`src/rtl/decode_stage.sv`:
```
// rtl/decode_stage.sv - RV32I decode stage with a two-entry output buffer; optional illegal check under DECODE_ILLEGAL_CHK_EN
module decode_stage #(
  parameter int XLEN = 32,
  parameter int PC_W = 32
) (
  input  logic            clk,
  input  logic            rst,
  input  logic            flush,
  input  logic            in_valid,
  output logic            in_ready,
  input  logic [31:0]     in_instr,
  input  logic [PC_W-1:0] in_pc,
  output logic            out_valid,
  input  logic            out_ready,
  output logic [6:0]      out_opcode,
  output logic [2:0]      out_func3,
  output logic [6:0]      out_func7,
  output logic [4:0]      out_rs1,
  output logic [4:0]      out_rs2,
  output logic [4:0]      out_rd,
  output logic [XLEN-1:0] out_imm,
  output logic [2:0]      out_fmt,
  output logic [PC_W-1:0] out_pc,
  output logic            out_illegal
);

  localparam logic [6:0] OP_LOAD   = 7'b0000011;
  localparam logic [6:0] OP_IMM    = 7'b0010011;
  localparam logic [6:0] OP_AUIPC  = 7'b0010111;
  localparam logic [6:0] OP_STORE  = 7'b0100011;
  localparam logic [6:0] OP_OP     = 7'b0110011;
  localparam logic [6:0] OP_LUI    = 7'b0110111;
  localparam logic [6:0] OP_BRANCH = 7'b1100011;
  localparam logic [6:0] OP_JALR   = 7'b1100111;
  localparam logic [6:0] OP_JAL    = 7'b1101111;

  localparam logic [2:0] FMT_NONE = 3'd0;
  localparam logic [2:0] FMT_I    = 3'd1;
  localparam logic [2:0] FMT_U    = 3'd2;
  localparam logic [2:0] FMT_J    = 3'd3;
  localparam logic [2:0] FMT_B    = 3'd4;
  localparam logic [2:0] FMT_S    = 3'd5;
  localparam logic [2:0] FMT_R    = 3'd6;

  typedef struct packed {
    logic [6:0]      opcode;
    logic [2:0]      func3;
    logic [6:0]      func7;
    logic [4:0]      rs1;
    logic [4:0]      rs2;
    logic [4:0]      rd;
    logic [XLEN-1:0] imm;
    logic [2:0]      fmt;
    logic [PC_W-1:0] pc;
`ifdef DECODE_ILLEGAL_CHK_EN
    logic            illegal;
`endif
  } beat_t;

  typedef enum logic [1:0] {S_EMPTY, S_ONE, S_TWO} state_t;

  state_t      state, state_nx;
  beat_t       dec, main_q, skid_q;
  logic [31:0] imm32;
  logic        accept, consume;
  logic        load_main, load_skid, shift_skid;

  always_comb begin
    dec        = '0;
    imm32      = '0;
    dec.opcode = in_instr[6:0];
    dec.rd     = in_instr[11:7];
    dec.func3  = in_instr[14:12];
    dec.rs1    = in_instr[19:15];
    dec.rs2    = in_instr[24:20];
    dec.func7  = in_instr[31:25];
    dec.pc     = in_pc;
    dec.fmt    = FMT_NONE;
    case (in_instr[6:0])
      OP_JALR, OP_LOAD, OP_IMM: begin
        dec.fmt = FMT_I;
        imm32   = {{20{in_instr[31]}}, in_instr[31:20]};
      end
      OP_LUI, OP_AUIPC: begin
        dec.fmt = FMT_U;
        imm32   = {in_instr[31:12], 12'b0};
      end
      OP_JAL: begin
        dec.fmt = FMT_J;
        imm32   = {{11{in_instr[31]}}, in_instr[31], in_instr[19:12],
                   in_instr[20], in_instr[30:21], 1'b0};
      end
      OP_BRANCH: begin
        dec.fmt = FMT_B;
        imm32   = {{19{in_instr[31]}}, in_instr[31], in_instr[7],
                   in_instr[30:25], in_instr[11:8], 1'b0};
      end
      OP_STORE: begin
        dec.fmt = FMT_S;
        imm32   = {{20{in_instr[31]}}, in_instr[31:25], in_instr[11:7]};
      end
      OP_OP:   dec.fmt = FMT_R;
      default: dec.fmt = FMT_NONE;
    endcase
    dec.imm = XLEN'($signed(imm32));
`ifdef DECODE_ILLEGAL_CHK_EN
    dec.illegal = (in_instr[1:0] != 2'b11);
    case (in_instr[6:0])
      OP_JALR:   if (dec.func3 != 3'b000) dec.illegal = 1'b1;
      OP_BRANCH: if (dec.func3 == 3'b010 || dec.func3 == 3'b011) dec.illegal = 1'b1;
      OP_LOAD:   if (dec.func3 == 3'b011 || dec.func3 == 3'b110 || dec.func3 == 3'b111)
                   dec.illegal = 1'b1;
      OP_STORE:  if (dec.func3 > 3'b010) dec.illegal = 1'b1;
      OP_OP:     if (!(dec.func7 == 7'b0000000 ||
                       (dec.func7 == 7'b0100000 &&
                        (dec.func3 == 3'b000 || dec.func3 == 3'b101))))
                   dec.illegal = 1'b1;
      OP_IMM, OP_LUI, OP_AUIPC, OP_JAL: ;
      default:   dec.illegal = 1'b1;
    endcase
`endif
  end

  // in_ready comes straight off the state register, never from out_ready
  assign in_ready  = (state != S_TWO);
  assign out_valid = (state != S_EMPTY);
  assign accept    = in_valid & in_ready & ~flush;
  assign consume   = out_valid & out_ready;

  always_comb begin
    state_nx   = state;
    load_main  = 1'b0;
    load_skid  = 1'b0;
    shift_skid = 1'b0;
    case (state)
      S_EMPTY: if (accept) begin
        state_nx  = S_ONE;
        load_main = 1'b1;
      end
      S_ONE: begin
        if (accept && consume) begin
          load_main = 1'b1;
        end else if (accept) begin
          state_nx  = S_TWO;
          load_skid = 1'b1;
        end else if (consume) begin
          state_nx = S_EMPTY;
        end
      end
      S_TWO: if (consume) begin
        state_nx   = S_ONE;
        shift_skid = 1'b1;
      end
      default: state_nx = S_EMPTY;
    endcase
    if (flush) state_nx = S_EMPTY;
  end

  always_ff @(posedge clk or posedge rst) begin
    if (rst) state <= S_EMPTY;
    else     state <= state_nx;
  end

  always_ff @(posedge clk) begin
    if (load_main)       main_q <= dec;
    else if (shift_skid) main_q <= skid_q;
    if (load_skid)       skid_q <= dec;
  end

  assign out_opcode = main_q.opcode;
  assign out_func3  = main_q.func3;
  assign out_func7  = main_q.func7;
  assign out_rs1    = main_q.rs1;
  assign out_rs2    = main_q.rs2;
  assign out_rd     = main_q.rd;
  assign out_imm    = main_q.imm;
  assign out_fmt    = main_q.fmt;
  assign out_pc     = main_q.pc;

`ifdef DECODE_ILLEGAL_CHK_EN
  // Gated by out_valid so the unreset datapath cannot leak a flag after reset
  assign out_illegal = main_q.illegal & out_valid;
`else
  assign out_illegal = 1'b0;
`endif

endmodule

```
`config.mk`:
```
export PLATFORM = sky130hd
export DESIGN_NAME = decode_stage
export DESIGN_NICKNAME = d
export VERILOG_FILES = /design/src/rtl/decode_stage.sv
export SDC_FILE = /design/constraint.sdc
export NUM_CORES = 1
export LEC_CHECK = 0
export BUFFER_PORTS_ARGS = -buffer_cell sky130_fd_sc_hd__buf_4
export CAP_MARGIN = 10
export CORE_ASPECT_RATIO = 0.8
export CORE_MARGIN = 8
export CORE_UTILIZATION = 45
export CTS_CLUSTER_DIAMETER = 80
export DETAILED_ROUTE_END_ITERATION = 10
export GPL_TIMING_DRIVEN = 0
export PLACE_DENSITY = 0.78
export SYNTH_ARGS = -nofsm -noshare
export SYNTH_HDL_FRONTEND = slang
export SYNTH_SLANG_ARGS = --single-unit
```
`constraint.sdc`:
```
create_clock -name clk -period 18.35 [get_ports clk]
set_clock_uncertainty 0.05 [all_clocks]
set_input_delay 0.9175 -clock clk [delete_from_list [all_inputs] [get_ports clk]]
set_output_delay 0.9175 -clock clk [all_outputs]
set_load 0.005 [all_outputs]
```
==> results by group <==
Clock network
  – Clock transition at path regs: ~0.080 ns
  – CTS buffer count: 17
  – Clk root buf: clkbuf_16
  – CTS H-tree depth: 4
  – CTS tree: done
  – Post-CTS sizing: 0
  – Setup Fix Bufs, Post-CTS: 0
  – CTS Sinks: 200
  – Clk buf depth: 2
  – Clk Latency, worst-skew pair: about 0.44 ns
  – Post-CTS Hold Buffers: 0

Pwr
  – Maximum VDD drop: approximately 0.065 mV
  – Pwr/cell area: 94.7 nW/um^2
  – P_leak: 4.16 nW

Global routing
  – Largest net degree at the start of global routing: 52
  – First-pass GRT wire length: around 30000 um
  – GRT overflow: 0
  – Met1 Usage GRT: around 23%
  – Global Route Usage Sum: about 18%
  – Met3 GRT Util: around 6.7%
  – Vias in the first global route: about 5200
  – GR Util met2: 26.8%
  – Gr busiest metal: met2
  – Initial antenna violation count: 0

Die
  – Die Area: 22300 um^2
  – Die Ht: 135 um
  – Ports: about 170
  – CORE AREA: between 15000 and 20000 um^2
  – # rows: 43
  – Starting Density: a little under half
  – Die W: roughly 170 um

Synthesis
  – Post-synthesis register bit count: 200
  – Post-Synth XOR/XNOR Area: 0%
  – Ys async rst share: about 1%
  – Top-count cell post-synth: nand2_1
  – Post-Synthesis Cells: a little under 600
  – Largest family of logic cells by synthesized area: simple AND/OR/NAND/NOR gates
  – YS warnings: 0
  – Synth area leader: edfxtp_1
  – Top_reg_cell synth: edfxtp_1
  – Multiplexer area fraction after synthesis: approximately 1.3%
  – Compound-gate portion of the synthesized area: roughly 6.4%
  – Sequential share of the synthesized area: between 70% and 80%
  – Main area contributors after synthesis: edfxtp_1, nand2_1, nor2_1
  – Syn nets: between 600 and 700
  – Post-synthesis adder-cell area fraction: 0%
  – Cell area after synthesis: 7990 um^2
  – Post-synth top cells: nand2_1, edfxtp_1, nor2_1
  – Post-synth EDFFs: 198
  – Synth Area in Simple Gates: between 10 and 15%
  – Synth top area share: roughly three quarters
  – Avg Inst Size Synth: 13.5 um^2
  – Netlist cell types: 48

Timing
  – Final setup vio count: 0
  – Final Cycle Share: ~17%
  – Hold Violations, Final: 0
  – Tightest Pin Transition: about 0.97 ns
  – RSZ-0062 raised after global routing: false
  – Final setup TNS: 0 ns
  – Slew Viols, Final: 0
  – Slew HR: approximately 35%
  – Fmax: around 320 MHz
  – Minimum clock period: roughly 3.2 ns

Cells and area
  – Antenna diodes: 0
  – Fillers: 1375
  – Share of cells above drive strength 1: about a third
  – Synth-to-Final Area Change: 28.2%
  – Utilization after layout: a little under 60%
  – Net count, final: 860
  – Finished Layout Cells: 1029

Setup path
  – CP Max Fanout: 51
  – R2r startpoint: state[1]$_DFFE_PP0P_
  – Startpoint types: input port
  – Crit path kind: in -> reg
  – CP Data Arrival Time: around 3.2 ns
  – R2R Path End: out_pc[15]$_DFFE_PP_
  – Worst Reg2Reg Path Length in Cells: 6
  – Crit end category: flip-flop
  – R2R setup slack: approximately 15 ns
  – Req. time, crit path: approximately 18 ns

Routing
  – Routed Antenna Nets: 0
  – Initial DRC Count: between 300 and 400
  – Final wirelength: slightly below 20000 um
  – Drt first pass iters: 5
  – Wire per inst: ~19 um
  – Post-route DRC violation count: 0
  – Vias: about 5400
  – Vias per inst: 5.24

Placement
  – GP Congestion: ~0.82
  – Port bufs: 169
  – HPWL Detailed: about 14000 um
  – Total placed cells including tap cells: approximately 1000

Min path
  – Hold Crit Class: in -> async

Flow run
  – Max Cap Violations: 0

Outcome
  – Status: finished clean
==> power by group <==
part	leakage, nW	internal, W	switching [W]
sequential	1.80	0.000522	0.00000507
clock	0.264	0.000179	0.000178
combinational	2.09	0.0000384	0.0000475
total	4.16	0.000740	0.000230
==> per-stage QoR <==
stage	setup WS, ns	instance area [um^2]	hold WS [ns]	total power, W
floorplan	9.23	7990	0.441	0.000574
global placement	5.84	9540	0.442	0.000622
finish	15.19	10200	0.272	0.000970
CTS	15.07	10200	0.253	0.000977
global route	15.01	10200	0.255	0.00100
detailed placement	14.61	9680	0.450	0.000624
==> critical path: stages <==
cell	delay (ns)
buf_4	0.09
nor2b_1	0.26
nand3b_1	0.44
buf_2	0.35
buf_2	0.25
nand2_4	0.55
buf_16	0.34
==> how the worst max path moves through the flow <==
stage / end / slack [ns] / cells after the start / from
3_3_place_gp: skid_q[0]$_DFFE_PP_ / 5.84 / 3 / in_valid
4_1_cts: out_pc[10]$_DFFE_PP_ / 15.07 / 7 / in_valid
5_1_grt: out_pc[10]$_DFFE_PP_ / 15.01 / 7 / in_valid
3_5_place_dp: out_pc[8]$_DFFE_PP_ / 14.61 / 7 / in_valid
6_report: out_pc[15]$_DFFE_PP_ / 15.19 / 7 / in_valid
2_1_floorplan: skid_q[0]$_DFFE_PP_ / 9.23 / 2 / in_valid
==> layout make-up <==
type / count / area [um^2] / area share, %
Clock inverter: 14 / 131 / 1.28
Timing Repair Buffer: 178 / 1400 / 13.6
Buffer: 31 / 181 / 1.77
Multi-Input combinational cell: 351 / 1780 / 17.4
Inverter: 12 / 45.0 / 0.440
Sequential cell: 200 / 6000 / 58.5
Clock buffer: 18 / 429 / 4.19
Tap cell: 225 / 282 / 2.75
==> per-layer routing <==
layer  vias up  share of wire (%)
met5         -                  0
met2       291                 45
met4         0                1.2
li1       2518                  -
met1      2565                 42
met3        22                 11
==> cells by family after synthesis <==
family	Yosys count
other	1
and+or+nand+nor	275
AOI/OAI and AO/OA	66
muxes	9
DFF	200
buffers and inverters	43
==> flip-flops by register name, summed over array words and instances (netlist names) <==
register,count
state,2
out_rs1,5
out_pc,32
out_func3,3
out_imm,32
out_func7,7
out_rs2,5
skid_q,99
out_rd,5
out_opcode,7
out_fmt,3
==> cell usage in the layout (no fill, tap or decap), types with 9 or more instances in the layout <==
master / count
edfxtp_1: 198
clkbuf_16: 17
nor2_1: 32
buf_6: 9
a31oi_1: 13
nand2_1: 216
buf_4: 173
inv_1: 12
buf_2: 16
o21ai_0: 17
Note: power is estimated with default switching activity, not from simulation.
